File: src/rtl/pcs_10g_pkg.sv
// Shared types and constants for the 10G PCS TX path: scheduler states, the
// start-block preamble pattern and the inter-packet-gap arithmetic.
package pcs_10g_pkg;

  localparam int KEEP_W_DEF        = 4;
  localparam int GB_PERIOD_DEF     = 32;
  localparam int IPG_MIN_BYTES_DEF = 12;

  // Byte0 = 0xFB start control, bytes1-6 preamble, byte7 SFD.
  localparam logic [63:0] PREAMBLE_SFD = 64'hD555_5555_5555_55FB;

  typedef enum logic [2:0] {
    ST_IDLE  = 3'd0,
    ST_DATA  = 3'd1,
    ST_TERM  = 3'd2,
    ST_IPG   = 3'd3,
    ST_DRAIN = 3'd4
  } tx_state_e;

  // A terminate with k data bytes already carries 7-k idle bytes, so the idle
  // blocks still owed are ceil((min_bytes - 7 + k) / 8) = (min_bytes + k) / 8.
  function automatic logic [2:0] ipg_blocks(input int unsigned k, input int unsigned min_bytes);
    return 3'((min_bytes + k) / 32'd8);
  endfunction

endpackage

File: src/rtl/pcs_10g_gb_pause.sv
// Free-running gearbox slot counter; flags the one cycle per period in which
// the 64b/66b gearbox cannot take a block.
module pcs_10g_gb_pause #(
  parameter int GB_PERIOD = 32
) (
  input  logic clk,
  input  logic reset,
  output logic pause_o
);

  localparam int CNT_W = $clog2(GB_PERIOD + 1);

  logic [CNT_W-1:0] gb_cnt_q;
  logic [CNT_W-1:0] gb_cnt_d;

  // Next count: 0..GB_PERIOD then wrap.
  always_comb begin
    if (gb_cnt_q == CNT_W'(GB_PERIOD)) begin
      gb_cnt_d = '0;
    end else begin
      gb_cnt_d = gb_cnt_q + CNT_W'(1'b1);
    end
  end

  // Counter register.
  always_ff @(posedge clk) begin
    if (reset) begin
      gb_cnt_q <= '0;
    end else begin
      gb_cnt_q <= gb_cnt_d;
    end
  end

  assign pause_o = (gb_cnt_q == CNT_W'(GB_PERIOD));

endmodule

File: src/rtl/pcs_10g_tx_sched.sv
// MAC-to-encoder TX scheduler: inserts start/terminate blocks and the minimum
// IPG, honours the gearbox pause slot and aborts frames on MAC underrun.
module pcs_10g_tx_sched #(
  parameter int DATA_W        = 64,
  parameter int KEEP_W        = pcs_10g_pkg::KEEP_W_DEF,
  parameter int GB_PERIOD     = pcs_10g_pkg::GB_PERIOD_DEF,
  parameter int IPG_MIN_BYTES = pcs_10g_pkg::IPG_MIN_BYTES_DEF
) (
  input  logic              clk,
  input  logic              reset,
  input  logic              mac_valid_i,
  output logic              mac_ready_o,
  input  logic [DATA_W-1:0] mac_data_i,
  input  logic [KEEP_W-1:0] mac_keep_i,
  input  logic              mac_last_i,
  input  logic              mac_err_i,
  output logic              enc_v_o,
  output logic              enc_idle_v_o,
  output logic              enc_start_o,
  output logic              enc_last_o,
  output logic              enc_err_o,
  output logic [DATA_W-1:0] enc_data_o,
  output logic [KEEP_W-1:0] enc_keep_o
);

  import pcs_10g_pkg::*;

  tx_state_e         state_q, state_d;
  logic [2:0]        ipg_cnt_q, ipg_cnt_d;
  logic              enc_v_q, enc_v_d;
  logic              enc_idle_q, enc_idle_d;
  logic              enc_start_q, enc_start_d;
  logic              enc_last_q, enc_last_d;
  logic              enc_err_q, enc_err_d;
  logic [DATA_W-1:0] enc_data_q, enc_data_d;
  logic [KEEP_W-1:0] enc_keep_q, enc_keep_d;
  logic              pause_s;

  pcs_10g_gb_pause #(.GB_PERIOD(GB_PERIOD)) u_gb_pause (
    .clk     (clk),
    .reset   (reset),
    .pause_o (pause_s)
  );

  assign mac_ready_o = !pause_s && ((state_q == ST_DATA) || (state_q == ST_DRAIN));

  // Next-state and next-block selection; a pause slot freezes everything.
  always_comb begin
    state_d     = state_q;
    ipg_cnt_d   = ipg_cnt_q;
    enc_v_d     = 1'b1;
    enc_idle_d  = 1'b0;
    enc_start_d = 1'b0;
    enc_last_d  = 1'b0;
    enc_err_d   = 1'b0;
    enc_data_d  = '0;
    enc_keep_d  = '0;
    if (pause_s) begin
      enc_v_d     = 1'b0;
      enc_idle_d  = enc_idle_q;
      enc_start_d = enc_start_q;
      enc_last_d  = enc_last_q;
      enc_err_d   = enc_err_q;
      enc_data_d  = enc_data_q;
      enc_keep_d  = enc_keep_q;
    end else begin
      case (state_q)
        ST_IDLE: begin
          if (mac_valid_i) begin
            enc_start_d = 1'b1;
            enc_data_d  = DATA_W'(PREAMBLE_SFD);
            state_d     = ST_DATA;
          end else begin
            enc_idle_d = 1'b1;
          end
        end
        ST_DATA: begin
          if (!mac_valid_i) begin
            enc_err_d = 1'b1;
            state_d   = ST_DRAIN;
          end else if (!mac_last_i) begin
            enc_err_d  = mac_err_i;
            enc_data_d = mac_err_i ? '0 : mac_data_i;
          end else if (mac_err_i) begin
            enc_err_d = 1'b1;
            state_d   = ST_TERM;
          end else if (mac_keep_i >= KEEP_W'(4'd8)) begin
            enc_data_d = mac_data_i;
            state_d    = ST_TERM;
          end else begin
            enc_last_d = 1'b1;
            enc_keep_d = mac_keep_i;
            enc_data_d = mac_data_i;
            ipg_cnt_d  = ipg_blocks(32'(mac_keep_i), IPG_MIN_BYTES);
            state_d    = ST_IPG;
          end
        end
        ST_TERM: begin
          enc_last_d = 1'b1;
          ipg_cnt_d  = ipg_blocks(32'd0, IPG_MIN_BYTES);
          state_d    = ST_IPG;
        end
        ST_IPG: begin
          enc_idle_d = 1'b1;
          ipg_cnt_d  = ipg_cnt_q - 3'd1;
          if (ipg_cnt_q <= 3'd1) begin
            state_d = ST_IDLE;
          end else begin
            state_d = ST_IPG;
          end
        end
        ST_DRAIN: begin
          enc_idle_d = 1'b1;
          if (mac_valid_i && mac_last_i) begin
            ipg_cnt_d = ipg_blocks(32'd0, IPG_MIN_BYTES);
            state_d   = ST_IPG;
          end else begin
            state_d = ST_DRAIN;
          end
        end
        default: begin
          enc_idle_d = 1'b1;
          state_d    = ST_IDLE;
        end
      endcase
    end
  end

  // State and output registers.
  always_ff @(posedge clk) begin
    if (reset) begin
      state_q     <= ST_IDLE;
      ipg_cnt_q   <= 3'd0;
      enc_v_q     <= 1'b0;
      enc_idle_q  <= 1'b1;
      enc_start_q <= 1'b0;
      enc_last_q  <= 1'b0;
      enc_err_q   <= 1'b0;
      enc_data_q  <= '0;
      enc_keep_q  <= '0;
    end else begin
      state_q     <= state_d;
      ipg_cnt_q   <= ipg_cnt_d;
      enc_v_q     <= enc_v_d;
      enc_idle_q  <= enc_idle_d;
      enc_start_q <= enc_start_d;
      enc_last_q  <= enc_last_d;
      enc_err_q   <= enc_err_d;
      enc_data_q  <= enc_data_d;
      enc_keep_q  <= enc_keep_d;
    end
  end

  assign enc_v_o      = enc_v_q;
  assign enc_idle_v_o = enc_idle_q;
  assign enc_start_o  = enc_start_q;
  assign enc_last_o   = enc_last_q;
  assign enc_err_o    = enc_err_q;
  assign enc_data_o   = enc_data_q;
  assign enc_keep_o   = enc_keep_q;

endmodule

File: config.mk
export PLATFORM = sky130hd
export DESIGN_NAME = pcs_10g_tx_sched
export DESIGN_NICKNAME = d
export VERILOG_FILES = /design/src/rtl/pcs_10g_pkg.sv /design/src/rtl/pcs_10g_gb_pause.sv /design/src/rtl/pcs_10g_tx_sched.sv
export SDC_FILE = /design/constraint.sdc
export NUM_CORES = 1
export LEC_CHECK = 0
export BUFFER_PORTS_ARGS = -buffer_cell sky130_fd_sc_hd__clkbuf_2
export CORE_MARGIN = 3
export CORE_UTILIZATION = 51
export CTS_CLUSTER_SIZE = 40
export DETAILED_ROUTE_END_ITERATION = 10
export PLACE_DENSITY = 0.85
export SYNTH_ARGS = -nofsm -noshare
export SYNTH_HDL_FRONTEND = slang
export SYNTH_SLANG_ARGS = --single-unit
File: constraint.sdc
create_clock -name clk -period 3.8 [get_ports clk]
set_input_delay 0 -clock clk [delete_from_list [all_inputs] [get_ports clk]]
set_output_delay 0 -clock clk [all_outputs]
set_load 0.02 [all_outputs]
Word level (Yosys, flattened, before mapping):

Cells that the tools add are included.

* flip-flop bits (word level): 85
* input port bits: 73
* output and inout bits: 74
* logic and storage cells: 75

* $add $sub $neg: 3
* magnitude comparators: 2
* equality and inequality tests: 12
* multiplexer cells: 37
* bitwise gates (word level): 1
* reductions and logical operators: 10

Operator list (count)
* $mux 64: 3
* $pmux 64 s2: 1
* $mux 3: 9
* $mux 4: 5
* $pmux 3 s5: 1
* $mux 1: 14
* $pmux 3 s4: 1
* $ne 2x2->1 const B: 5
* $reduce_and 7->1: 1
* $add 6x1->6 const B: 1
* $eq 3x2->1 const B: 2
* $eq 6x6->1 const B: 1
* $add 4x4->5 const A: 1
* $ge 4x4->1 const B: 1
* $pmux 1 s2: 2
* $reduce_bool 4->1: 1
* $reduce_or 2->1: 2
* $eq 3x1->1 const B: 1
* $eq 3x3->1 const B: 1
* $le 3x1->1 const B: 1
* $logic_not 3->1: 1
* $ne 3x3->1 const B: 1
* $reduce_and 3->1: 1
* $sub 3x1->3 const B: 1
* other kinds (6): 7

Logic depth before layout (Yosys ltp):

* word-level depth: 6
* mapped depth: 9
* depth with buffers taken out: 7

Modules after synthesis:

Synthesis repeated with hierarchy kept, for this count alone.

* cell total of the unflattened synthesis: 374
* area, all modules: 3527.1 um2

Modules (own cells, without submodules)
* pcs_10g_tx_sched: instances 1, cells an instance 345, area an instance 3266.9 um2, sequential area each 1581.5 um2
* pcs_10g_gb_pause: instances 1, cells an instance 29, area an instance 260.2 um2, sequential area each 120.1 um2

Worst setup path before layout:

Ideal clock, no wire load.

* path kind: flip-flop to flip-flop
* start point: register u_gb_pause.gb_cnt_q[3]
* end point: register enc_data_q[17] (netlist: enc_data_o[17])
* library setup time: 0.117 ns
* arrival: 1.505 ns
* required time: 3.683 ns
* slack: 2.178 ns
* cell stages (with the launch flop): 9
* path buffers: 2
* clock period less this slack: 1.622 ns
* path through: dfxtp_1 nor4b_4 nand2_4 nand2_4 inv_4 and2_4 buf_6 buf_6 a22o_1

* cells in the longest elaborated chain, start to end: 1

RTL lines
* start, declared: line pcs_10g_gb_pause.sv:13 `logic [CNT_W-1:0] gb_cnt_q;`
* start signal, assigned: line pcs_10g_gb_pause.sv:30 `gb_cnt_q <= gb_cnt_d;`
* $eq 6x6->1: line pcs_10g_gb_pause.sv:34 `assign pause_o = (gb_cnt_q == CNT_W'(GB_PERIOD));`
* end signal, assigned: line pcs_10g_tx_sched.sv:149 `enc_data_q <= enc_data_d;`
* end, declared: line pcs_10g_tx_sched.sv:35 `logic [DATA_W-1:0] enc_data_q, enc_data_d;`

Every way passes these cells.
A chain may end at the register's enable or synchronous reset.

Final worst setup path:

* start point: register u_gb_pause.gb_cnt_q[3]
* end point: register enc_data_q[30] (netlist: enc_data_o[30])

Same word-level chain as after synthesis.

==> reports/qor.csv <==
stage;metric;value;unit
clocking;cts_buffers;9;
die;die_w;87.7;microns
pwr;pwr_density_cell;450;nW/um^2
synthesis;ys_ff_latch;85;
timing;fin_ws;1.40;ns
clocking;cts_root_buf;clkbuf_8;
pwr;vdd_drop_max;0.311;mV
synthesis;synth_cells;342;
detailed_routing;drcViolationCount;0;
detailed_routing;wl_per_cell;18.6;microns
detailed_routing;via_per_inst;5.85;
global_route;grt_pass1_wl;18100;microns
min_path;holdPathStages;2;
timing;finClkSkew;0.0117;ns
synthesis;yosys-top-cells-count;85 x dfxtp_1, 50 x a21oi_1, 37 x o2bb2ai_1, 24 x a22o_1, 19 x nand2_1;
timing;clock.fmax;0.416;GHz
clocking;cts_setup_buffers;0;
synthesis;syn-cell-area;3410;sq um
timing;finalWorstPathRequiredPeriod;2.40;ns
synthesis;synth_top_area_share;49.9;%
run_status;outcome;finished, final reports clean;
worst_setup_path;cp_data_required_time;3.98;ns
worst_setup_path;crit_path_start_kind;register;
die;coreArea;6420;sq um
timing;fin_crit_sh;63.3;%
worst_setup_path;worstSetupPathType;register to register;
placement;numPortBuffers;146;
worst_setup_path;worst_path_max_delay_cell;nand2_1;
layout;area_growth;47.2;%
global_route;grt_max_degree;38;
clocking;clk_latency;0.35;ns
global_route;grt_overflow;0;
synthesis;yosys_warnings;0;
global_route;grt_antenna_before_repair;2;
clocking;clockBufferDepth;2;
layout;fillers;402;
die;io_pins;147;
worst_setup_path;r2r_end;enc_data_o[30];
timing;rsz0062_at_grt;false;
synthesis;synth-async-reset-ratio;0;%
clocking;cts_tree;done;
synthesis;synth_edf_count;0;
detailed_routing;wirelength;11600;microns
worst_setup_path;critPathTopFamily;simple AND/OR/NAND/NOR gates;
synthesis;syn_nets;422;
synthesis;synth_area_leaders;dfxtp_1 50%, o2bb2ai_1 9.5%, a21oi_1 7.3%;
clocking;cts.sinks;85;
die;die_y;87.7;microns
worst_setup_path;rr_startpoint;u_gb_pause.gb_cnt_q[3];
timing;setup_viol;0;
synthesis;yosysTopAreaCell;dfxtp_1;
die;start_util;53.0;%
worst_setup_path;reg2reg_slack;1.40;ns
timing;worst_pin_slew;1.20;ns
global_route;globalRouteTotalUtil;30.4;%
worst_setup_path;worst_ep_arrival_time;2.58;ns
layout;num-nets-final;620;
min_path;worstHoldStart;mac_last_i;
clocking;clk_pin_slew;0.09;ns
min_path;worstHoldEndpoint;enc_keep_o[2];
timing;drv_slew;0;
placement;hpwl;6040;microns
die;rows;29;
worst_setup_path;ff2ff_path_depth;6;
run;cap_violations;0;
worst_setup_path;critPathLaunch;u_gb_pause.gb_cnt_q[3];
placement;pre_cts_ws;1.50;ns
min_path;hp-class;input port to register;
timing;hold_violations;0;
worst_setup_path;crit_path_frequent_cell;nand2_4;
detailed_routing;first_iter_violations;186;
clocking;cts.repair.resized;0;
detailed_routing;num_vias;3647;
clocking;cts_htree_levels;3;
placement;gp_congestion;0.790;
worst_setup_path;path_cells;nor4b_4, nand2_4, nand2_4, inv_4, nand2_1, o2bb2ai_1;
detailed_routing;ant_nets;0;
timing;maxSlewHeadroom;19.5;%
synthesis;yosysUniqueCellTypes;45;
synthesis;synth_ff_type;dfxtp_1;
global_route;grt_pass1_vias;3728;
worst_setup_path;crit_fanout;36;
worst_setup_path;cp-end-kind;register;
worst_setup_path;critPathBufInv;1;
worst_setup_path;max_stage_delay;0.87;ns
pwr;leakagePower;2.22;nW
synthesis;yosysMostFrequentCell;dfxtp_1;
die;die_area;7700;sq um
detailed_routing;drt_pre_antenna_iters;5;
synthesis;synth_area_per_cell;9.96;sq um
timing;holdWs;0.0477;ns
synthesis;yosysSeqAreaShare;49.9;%
layout;drive_gt1_share;32.2;%
layout;post-route-util;78.1;%
timing;finalSetupTns;0;ns
## placed cells by master, fill, tap and decap left out, drive strengths merged, types with 3 or more instances in the layout
master       count
a21oi           50
o21ai            5
ha               7
clkbuf         155
o2bb2ai         37
a22o            24
bufinv           3
nor3             4
nor4             5
dlygate4sd3     66
xnor2            4
nor2            13
buf              3
and2             3
nand3            9
dfxtp           85
nand2           21
and3             3
nor3b            3
inv             13
## cells by family after synthesis
logic type | share of synthesized area, %
AOI/OAI and AO/OA | 26.7
xor gates and xnor gates | 1.54
adders and majority gates | 2.57
buffers and inverters | 5.80
DFF | 49.9
muxes | 0.624
and+or+nand+nor | 12.9
## power by group
part / switching [W] / internal [W] / leakage, nW
clock: 0.000323 / 0.000434 / 0.116
sequential: 0.0000669 / 0.000962 / 0.694
combinational: 0.000278 / 0.000194 / 1.40
## worst max path at each step
stage / slack [ns] / cells after the start / to
after global routing: 1.26 / 6 / enc_data_o[52]
after detailed placement: 1.50 / 6 / enc_data_o[24]
after floorplan: 2.18 / 8 / enc_data_o[17]
final: 1.40 / 6 / enc_data_o[30]
after CTS: 1.49 / 6 / enc_data_o[62]
after global placement: 1.64 / 6 / enc_data_o[7]
## worst reg2reg max path, cell delays in order (launching register included)
cell       delay, ns
dfxtp_1         0.38
nor4b_4         0.38
nand2_4         0.16
nand2_4         0.15
inv_4           0.05
nand2_1         0.87
o2bb2ai_1       0.25
## metrics by stage
| stage | total power (W) | cell area, sq um | cells |
|---|---|---|---|
| final | 0.00226 | 5010 | 623 |
| after global routing | 0.00234 | 5010 | 623 |
| after CTS | 0.00223 | 5010 | 621 |
| after detailed placement | 0.00143 | 4110 | 540 |
| after global placement | 0.00142 | 4110 | 540 |
| after floorplan | 0.00129 | 3410 | 342 |
## area by class of cell
class | instances | area, sq um | area share [%]
inverters | 12 | 47.5 | 0.948
repair buffers | 215 | 1410 | 28.2
clock inverters | 6 | 111 | 2.22
diodes | 2 | 5.00 | 0.0998
flip-flops and latches | 85 | 1700 | 33.9
multi-input cells | 217 | 1520 | 30.2
clock buffers | 9 | 124 | 2.47
well taps | 77 | 96.3 | 1.92
## sequential cells by signal (all words and copies together) (netlist names)
name,count
state_q,3
enc_v_o,1
enc_keep_o,4
enc_last_o,1
ipg_cnt_q,3
enc_start_o,1
enc_err_o,1
u_gb_pause.gb_cnt_q,6
enc_idle_v_o,1
enc_data_o,64
## timing repair
action,4_1_cts,5_1_grt
hold buffers,66,0
endpoints found under the hold margin,66,0
endpoints found under the setup margin,0,0
## per-layer routing
layer,routed length (microns),track usage (%),vias to the layer above
li1,-,-,1648
met1,4290,32.5,1706
met2,5890,51.8,226
met3,706,6.68,67
met4,718,23.7,0
met5,0,0,-
Power figures use the tool's default switching activity.
